<file path="src/rtl/move_scheduler_pkg.sv">
// Shared game definitions: direction codes, scheduler state encoding and
// small helpers used by the move scheduler and the position tracker.
package move_scheduler_pkg;

    localparam logic [3:0] KEY_UP    = 4'h2;
    localparam logic [3:0] KEY_LEFT  = 4'h4;
    localparam logic [3:0] KEY_RIGHT = 4'h6;
    localparam logic [3:0] KEY_DOWN  = 4'h8;

    typedef enum logic [2:0] {
        ST_IDLE     = 3'd0,
        ST_DEBOUNCE = 3'd1,
        ST_ISSUE    = 3'd2,
        ST_COOLDOWN = 3'd3,
        ST_RELEASE  = 3'd4
    } sched_state_e;

    // True only for the four direction codes.
    function automatic logic key_is_legal(input logic [3:0] key);
        logic legal;
        case (key)
            KEY_UP, KEY_LEFT, KEY_RIGHT, KEY_DOWN: legal = 1'b1;
            default:                               legal = 1'b0;
        endcase
        return legal;
    endfunction

    function automatic int unsigned max_cycles(input int unsigned a, input int unsigned b);
        return (a > b) ? a : b;
    endfunction

endpackage

</file>
<file path="src/rtl/move_scheduler_stable_counter.sv">
// Saturating up-counter shared by the debounce, cooldown and release phases.
// tc is high once the count has reached the terminal value supplied by the
// current phase; the count never moves past it.
module stable_counter #(
    parameter int unsigned WIDTH = 8
) (
    input  logic             clk_50MHz_i,
    input  logic             rst_n,
    input  logic             clr,
    input  logic             en,
    input  logic [WIDTH-1:0] terminal,
    output logic             tc
);

    logic [WIDTH-1:0] count_r;

    assign tc = (count_r >= terminal);

    // Count enabled cycles, clear on request, hold at the terminal count.
    always_ff @(posedge clk_50MHz_i or negedge rst_n) begin
        if (!rst_n) begin
            count_r <= {WIDTH{1'b0}};
        end else if (clr) begin
            count_r <= {WIDTH{1'b0}};
        end else if (en && !tc) begin
            count_r <= count_r + {{(WIDTH-1){1'b0}}, 1'b1};
        end else begin
            count_r <= count_r;
        end
    end

endmodule

</file>
<file path="src/rtl/move_scheduler.sv">
// Move scheduler: debounces the keypad, arbitrates against the scripted
// requester (keypad wins), issues one move strobe per accepted request and
// enforces a cooldown plus a keypad-release phase (no auto-repeat).
module move_scheduler
    import move_scheduler_pkg::*;
#(
    parameter int unsigned DEBOUNCE_CYCLES = 500000,
    parameter int unsigned COOLDOWN_CYCLES = 2500000
) (
    input  logic       clk_50MHz_i,
    input  logic       rst_async_la_i,
    input  logic [3:0] kp_key_i,
    input  logic       kp_valid_i,
    input  logic       demo_mode_i,
    input  logic       demo_req_i,
    input  logic [3:0] demo_key_i,
    output logic       demo_ack_o,
    output logic [3:0] key_o,
    output logic       enable_move_o,
    output logic       src_o,
    output logic       busy_o
);

    localparam int unsigned MAX_CYCLES = max_cycles(DEBOUNCE_CYCLES, COOLDOWN_CYCLES);
    localparam int unsigned CNT_W      = $clog2(MAX_CYCLES + 1);
    // Debounce/release end on the last of N stable cycles. The cooldown count
    // starts in the ISSUE cycle, so N cycles span ISSUE plus N-1 COOLDOWN cycles.
    localparam logic [CNT_W-1:0] DEB_TERM  = CNT_W'(DEBOUNCE_CYCLES - 1);
    localparam logic [CNT_W-1:0] COOL_TERM = CNT_W'(COOLDOWN_CYCLES - 1);

    logic [1:0]       rst_sync_r;
    logic             rst_n_s;
    sched_state_e     state_r, state_nxt_s;
    logic [3:0]       key_lat_r, key_lat_nxt_s;
    logic [3:0]       key_r, key_nxt_s;
    logic             src_r, src_nxt_s;
    logic             demo_ack_r, ack_nxt_s;
    logic             enable_r, busy_r;
    logic             cnt_clr_s, cnt_en_s, cnt_tc_s;
    logic [CNT_W-1:0] cnt_term_s;

    // Reset asserts immediately and releases two clock edges later.
    always_ff @(posedge clk_50MHz_i or negedge rst_async_la_i) begin
        if (!rst_async_la_i) begin
            rst_sync_r <= 2'b00;
        end else begin
            rst_sync_r <= {rst_sync_r[0], 1'b1};
        end
    end

    assign rst_n_s = rst_sync_r[1];

    stable_counter #(
        .WIDTH (CNT_W)
    ) u_counter (
        .clk_50MHz_i (clk_50MHz_i),
        .rst_n       (rst_n_s),
        .clr         (cnt_clr_s),
        .en          (cnt_en_s),
        .terminal    (cnt_term_s),
        .tc          (cnt_tc_s)
    );

    // Next-state, latched-code and counter-control decode.
    always_comb begin
        state_nxt_s   = state_r;
        key_lat_nxt_s = key_lat_r;
        key_nxt_s     = key_r;
        src_nxt_s     = src_r;
        ack_nxt_s     = 1'b0;
        cnt_clr_s     = 1'b0;
        cnt_en_s      = 1'b0;
        cnt_term_s    = DEB_TERM;
        case (state_r)
            ST_IDLE: begin
                cnt_clr_s = 1'b1;
                if (kp_valid_i) begin
                    if (key_is_legal(kp_key_i)) begin
                        state_nxt_s   = ST_DEBOUNCE;
                        key_lat_nxt_s = kp_key_i;
                    end else begin
                        state_nxt_s = ST_IDLE;
                    end
                end else if (demo_mode_i && demo_req_i && !demo_ack_r) begin
                    // The ack of an illegal request is visible next cycle;
                    // demo_ack_r masks the still-held request meanwhile.
                    ack_nxt_s = 1'b1;
                    if (key_is_legal(demo_key_i)) begin
                        state_nxt_s   = ST_ISSUE;
                        key_lat_nxt_s = demo_key_i;
                        key_nxt_s     = demo_key_i;
                        src_nxt_s     = 1'b1;
                    end else begin
                        state_nxt_s = ST_IDLE;
                    end
                end else begin
                    state_nxt_s = ST_IDLE;
                end
            end
            ST_DEBOUNCE: begin
                cnt_term_s = DEB_TERM;
                if (!kp_valid_i) begin
                    state_nxt_s = ST_IDLE;
                    cnt_clr_s   = 1'b1;
                end else if (kp_key_i != key_lat_r) begin
                    cnt_clr_s = 1'b1;
                    if (key_is_legal(kp_key_i)) begin
                        key_lat_nxt_s = kp_key_i;
                    end else begin
                        state_nxt_s = ST_IDLE;
                    end
                end else if (cnt_tc_s) begin
                    state_nxt_s = ST_ISSUE;
                    key_nxt_s   = key_lat_r;
                    src_nxt_s   = 1'b0;
                    cnt_clr_s   = 1'b1;
                end else begin
                    cnt_en_s = 1'b1;
                end
            end
            ST_ISSUE: begin
                cnt_term_s  = COOL_TERM;
                cnt_en_s    = 1'b1;
                state_nxt_s = ST_COOLDOWN;
            end
            ST_COOLDOWN: begin
                cnt_term_s = COOL_TERM;
                if (cnt_tc_s) begin
                    cnt_clr_s   = 1'b1;
                    state_nxt_s = src_r ? ST_IDLE : ST_RELEASE;
                end else begin
                    cnt_en_s = 1'b1;
                end
            end
            ST_RELEASE: begin
                cnt_term_s = DEB_TERM;
                if (kp_valid_i) begin
                    cnt_clr_s = 1'b1;
                end else if (cnt_tc_s) begin
                    cnt_clr_s   = 1'b1;
                    state_nxt_s = ST_IDLE;
                end else begin
                    cnt_en_s = 1'b1;
                end
            end
            default: begin
                cnt_clr_s   = 1'b1;
                state_nxt_s = ST_IDLE;
            end
        endcase
    end

    // State, latched code and registered outputs.
    always_ff @(posedge clk_50MHz_i or negedge rst_n_s) begin
        if (!rst_n_s) begin
            state_r    <= ST_IDLE;
            key_lat_r  <= 4'h0;
            key_r      <= 4'h0;
            src_r      <= 1'b0;
            demo_ack_r <= 1'b0;
            enable_r   <= 1'b0;
            busy_r     <= 1'b0;
        end else begin
            state_r    <= state_nxt_s;
            key_lat_r  <= key_lat_nxt_s;
            key_r      <= key_nxt_s;
            src_r      <= src_nxt_s;
            demo_ack_r <= ack_nxt_s;
            enable_r   <= (state_nxt_s == ST_ISSUE);
            busy_r     <= (state_nxt_s != ST_IDLE);
        end
    end

    assign demo_ack_o    = demo_ack_r;
    assign key_o         = key_r;
    assign enable_move_o = enable_r;
    assign src_o         = src_r;
    assign busy_o        = busy_r;

endmodule

</file>
<file path="config.mk">
export PLATFORM = sky130hd
export DESIGN_NAME = move_scheduler
export DESIGN_NICKNAME = d
export VERILOG_FILES = /design/src/rtl/move_scheduler_pkg.sv /design/src/rtl/move_scheduler_stable_counter.sv /design/src/rtl/move_scheduler.sv
export SDC_FILE = /design/constraint.sdc
export NUM_CORES = 1
export LEC_CHECK = 0
export CORE_MARGIN = 5
export CORE_UTILIZATION = 50
export DETAILED_ROUTE_END_ITERATION = 8
export GPL_TIMING_DRIVEN = 0
export PLACE_DENSITY = 0.67
export SLEW_MARGIN = 40
export SYNTH_ARGS = -nofsm -noshare
export SYNTH_HDL_FRONTEND = slang
export SYNTH_HIERARCHICAL = 1
export SYNTH_SLANG_ARGS = --single-unit
</file>
<file path="constraint.sdc">
create_clock -name clk_50MHz_i -period 1.4 [get_ports clk_50MHz_i]
set_input_delay 0.21 -clock clk_50MHz_i [delete_from_list [all_inputs] [get_ports clk_50MHz_i]]
set_output_delay 0.21 -clock clk_50MHz_i [all_outputs]
set_load 0.02 [all_outputs]
</file>
==> flow_metrics.env <==
export IMPL_place_gp_congestion=0.755
export IMPL_startpoint_type="register"
export IMPL_rrSetupSlack_ps=-1920
export IMPL_die_w_um=84.0
export IMPL_track_usage=0.198
export IMPL_max_freq_mhz=301
export IMPL_slew_headroom=0.662
export IMPL_worst_pin_slew_ps=506
export IMPL_worstPathArrival_ps=3490
export IMPL_wl_um=6890
export IMPL_initialDrtViolationCount=147
export IMPL_r2r_start="state_r[2]"
export IMPL_die_y_um=84.0
export IMPL_dp_hpwl_um=4380
export IMPL_synthArstFlopShare=1.00
export IMPL_grt_pass1_vias=2496
export IMPL_wl_per_cell_um=15.1
export IMPL_synth_area_um2=2740
export IMPL_crit_chain="nor2b_4 -> buf_4 -> inv_2 -> ha_4 -> nand4_4 -> nor4_4 -> nand3_2 -> o211ai_1 -> buf_4 -> buf_6 -> nand2_4 -> nand2_2 -> o31ai_1 -> a211o_1 -> or4b_1"
export IMPL_required_ps=1570
export IMPL_final_cell_mix="buf_4 (37), dfrtp_1 (36), inv_1 (26)"
export IMPL_htree_levels=2
export IMPL_worst_slack_ps=-1920
export IMPL_layout_commonest_cell="buf_4"
export IMPL_timing_final_crit_share=2.37
export IMPL_clock_path_buffers=2
export IMPL_numCtsBuffers=5
export IMPL_clkLatencyLatePin_ps=300
export IMPL_status="complete, but fails checks"
export IMPL_ys_ff_latch=39
export IMPL_worstSetupPathType="reg -> reg"
export IMPL_crit_family="simple AND/OR/NAND/NOR gates"
export IMPL_drt_pass1_iterations=4
export IMPL_ys_flop_type="dfrtp_1"
export IMPL_synth_area_leaders="dfrtp_1 (36%), ha_1 (11%), mux2_2 (5.8%), a21oi_1 (5.3%), inv_1 (4.1%)"
export IMPL_viasPerCell=5.51
export IMPL_crit_top_cell="buf_4"
export IMPL_p_leak_uw=0.00174
export IMPL_violations="setup timing"
export IMPL_yosysSeqAreaShare=0.356
export IMPL_synth_edf_count=0
export IMPL_syn_avg_cell_area_um2=9.28
export IMPL_insertedDiodeCount=0
export IMPL_final_hold_violation_count=0
export IMPL_fin_nets=420
export IMPL_peakVddDrop_uv=984
export IMPL_cts_sinks=39
export IMPL_ioPinCount=21
export IMPL_die_area_um2=7060
export IMPL_cpMaxStageDelayCell="or4b_1"
export IMPL_end_kind="register"
export IMPL_grt_pass1_wl_um=11500
export IMPL_fin_crit_ps=3320
export IMPL_pre_cts_slack_ps=-2220
export IMPL_grt_setup_unrepaired="yes"
export IMPL_finClkSkew_ps=11.9
export IMPL_gr_total_overflow=0
export IMPL_tns_ps=-56610
export IMPL_synth_cell_types=53
export IMPL_synth_area_leader_cell="dfrtp_1"
export IMPL_synth_cells=295
export IMPL_yosysWarnings=6
export IMPL_drc=0
export IMPL_powerDensity_nw_per_um2=1410
export IMPL_core_area_um2=5410
export IMPL_worst_path_buf_inv=4
export IMPL_layout_drive_gt1_share=0.351
export IMPL_hold_class="in -> async"
export IMPL_rr_endpoint="busy_o"
export IMPL_io_buffers=19
export IMPL_cts_tree="yes"
export IMPL_maxSlewViolCount=0
export IMPL_critical_path_max_stage_delay_ps=520
export IMPL_cp_max_fo=5
export IMPL_worst_r2r_path_depth=15
export IMPL_grt_max_degree=38
export IMPL_clk_pin_slew_worst_paths_ps=90
export IMPL_start_util=0.506
export IMPL_antenna_left=0
export IMPL_cts_root_buf="clkbuf_8"
export IMPL_report_final_setup_viol=36
export IMPL_synthToLayoutAreaGrowth_pct=40.8
export IMPL_synth_top_area_frac=0.356
export IMPL_antenna_found_initial=0
export IMPL_std_cell_rows=27
export IMPL_drv_cap=0
export IMPL_dr_total_vias=2519
## through the flow
stage | area (um2) | utilization | total power, uW | hold slack (ps) | cells
floorplan | 2880 | - | 3000 | -85.6 | 311
global placement | 3160 | 0.584 | 3560 | 336 | 402
detailed placement | 3160 | 0.585 | 3590 | 321 | 402
CTS | 3560 | 0.659 | 4910 | 72.0 | 442
global route | 3850 | 0.713 | 5790 | 72.6 | 457
finish | 3850 | 0.713 | 5440 | 78.0 | 457
## flip-flops by register name, summed over array words and instances (netlist names)
signal             flops
rst_sync_r             2
state_r                3
enable_move_o          1
busy_o                 1
src_o                  1
key_o                  4
key_lat_r              4
u_counter/count_r     22
demo_ack_o             1
## worst max path at each step
stage | start | to | cells past startpoint
finish | state_r[2] | busy_o | 15
global route | state_r[2] | u_counter/count_r[21] | 16
CTS | state_r[2] | u_counter/count_r[11] | 15
detailed placement | state_r[1] | u_counter/count_r[12] | 14
global placement | state_r[1] | u_counter/count_r[14] | 14
floorplan | state_r[1] | busy_o | 13
## cells by family (layout without fill, tap and decap cells)
family,count (synthesis),in the layout,share of synthesized area
and+or+nand+nor,100,100,0.220
xor gates and xnor gates,5,5,0.0160
buffers and inverters,40,114,0.0649
AOI/OAI and AO/OA,71,71,0.173
DFF,39,39,0.356
adders and majority gates,23,23,0.105
muxes,15,15,0.0612
other,2,18,0.00274
## cells in the mapped netlist, types with 3 or more instances
cell type	n
or3_1	14
xor2_1	4
mux2_2	14
and3_1	4
nand4_1	7
o31ai_1	11
inv_1	30
buf_6	3
clkbuf_1	5
dfrtp_1	39
ha_1	23
nand2_1	21
nor2_1	12
nand3_1	10
o21ai_0	16
or4_1	9
a21oi_1	29
## layer usage
metal	up-vias	wire [um]	share of wire	GRT usage
met5	-	0	0	0
met4	0	126	0.018	0.0658
met3	10	190	0.028	0.0296
met2	33	3390	0.49	0.321
met1	1237	3190	0.46	0.270
li1	1239	-	-	-
## what timing repair did
item                                    in CTS  in global routing
hold buffers                                 0                  0
gates resized for setup                     30                 42
setup buffers                               35                 14
cloned                                       1                  2
endpoints found under the setup margin      44                 36
pin swaps                                   16                 23
## power breakdown
| part | internal, uW | switching, uW | leakage (uW) |
|---|---|---|---|
| Clock | 349 | 413 | 0.0000412 |
| Sequential | 1320 | 170 | 0.000507 |
| Combinational | 1640 | 1540 | 0.00119 |
| Total | 3310 | 2130 | 0.00174 |
## area by class of cell
class | instances | area (um2)
buffer | 9 | 77.6
clock buffer | 6 | 72.6
clock inverter | 2 | 12.5
fill | 434 | 1550
inverter | 30 | 113
multi-input combinational | 232 | 1920
sequential | 39 | 982
tap | 72 | 90.1
timing repair buffer | 67 | 586
Note: power is estimated with default switching activity, not from simulation.
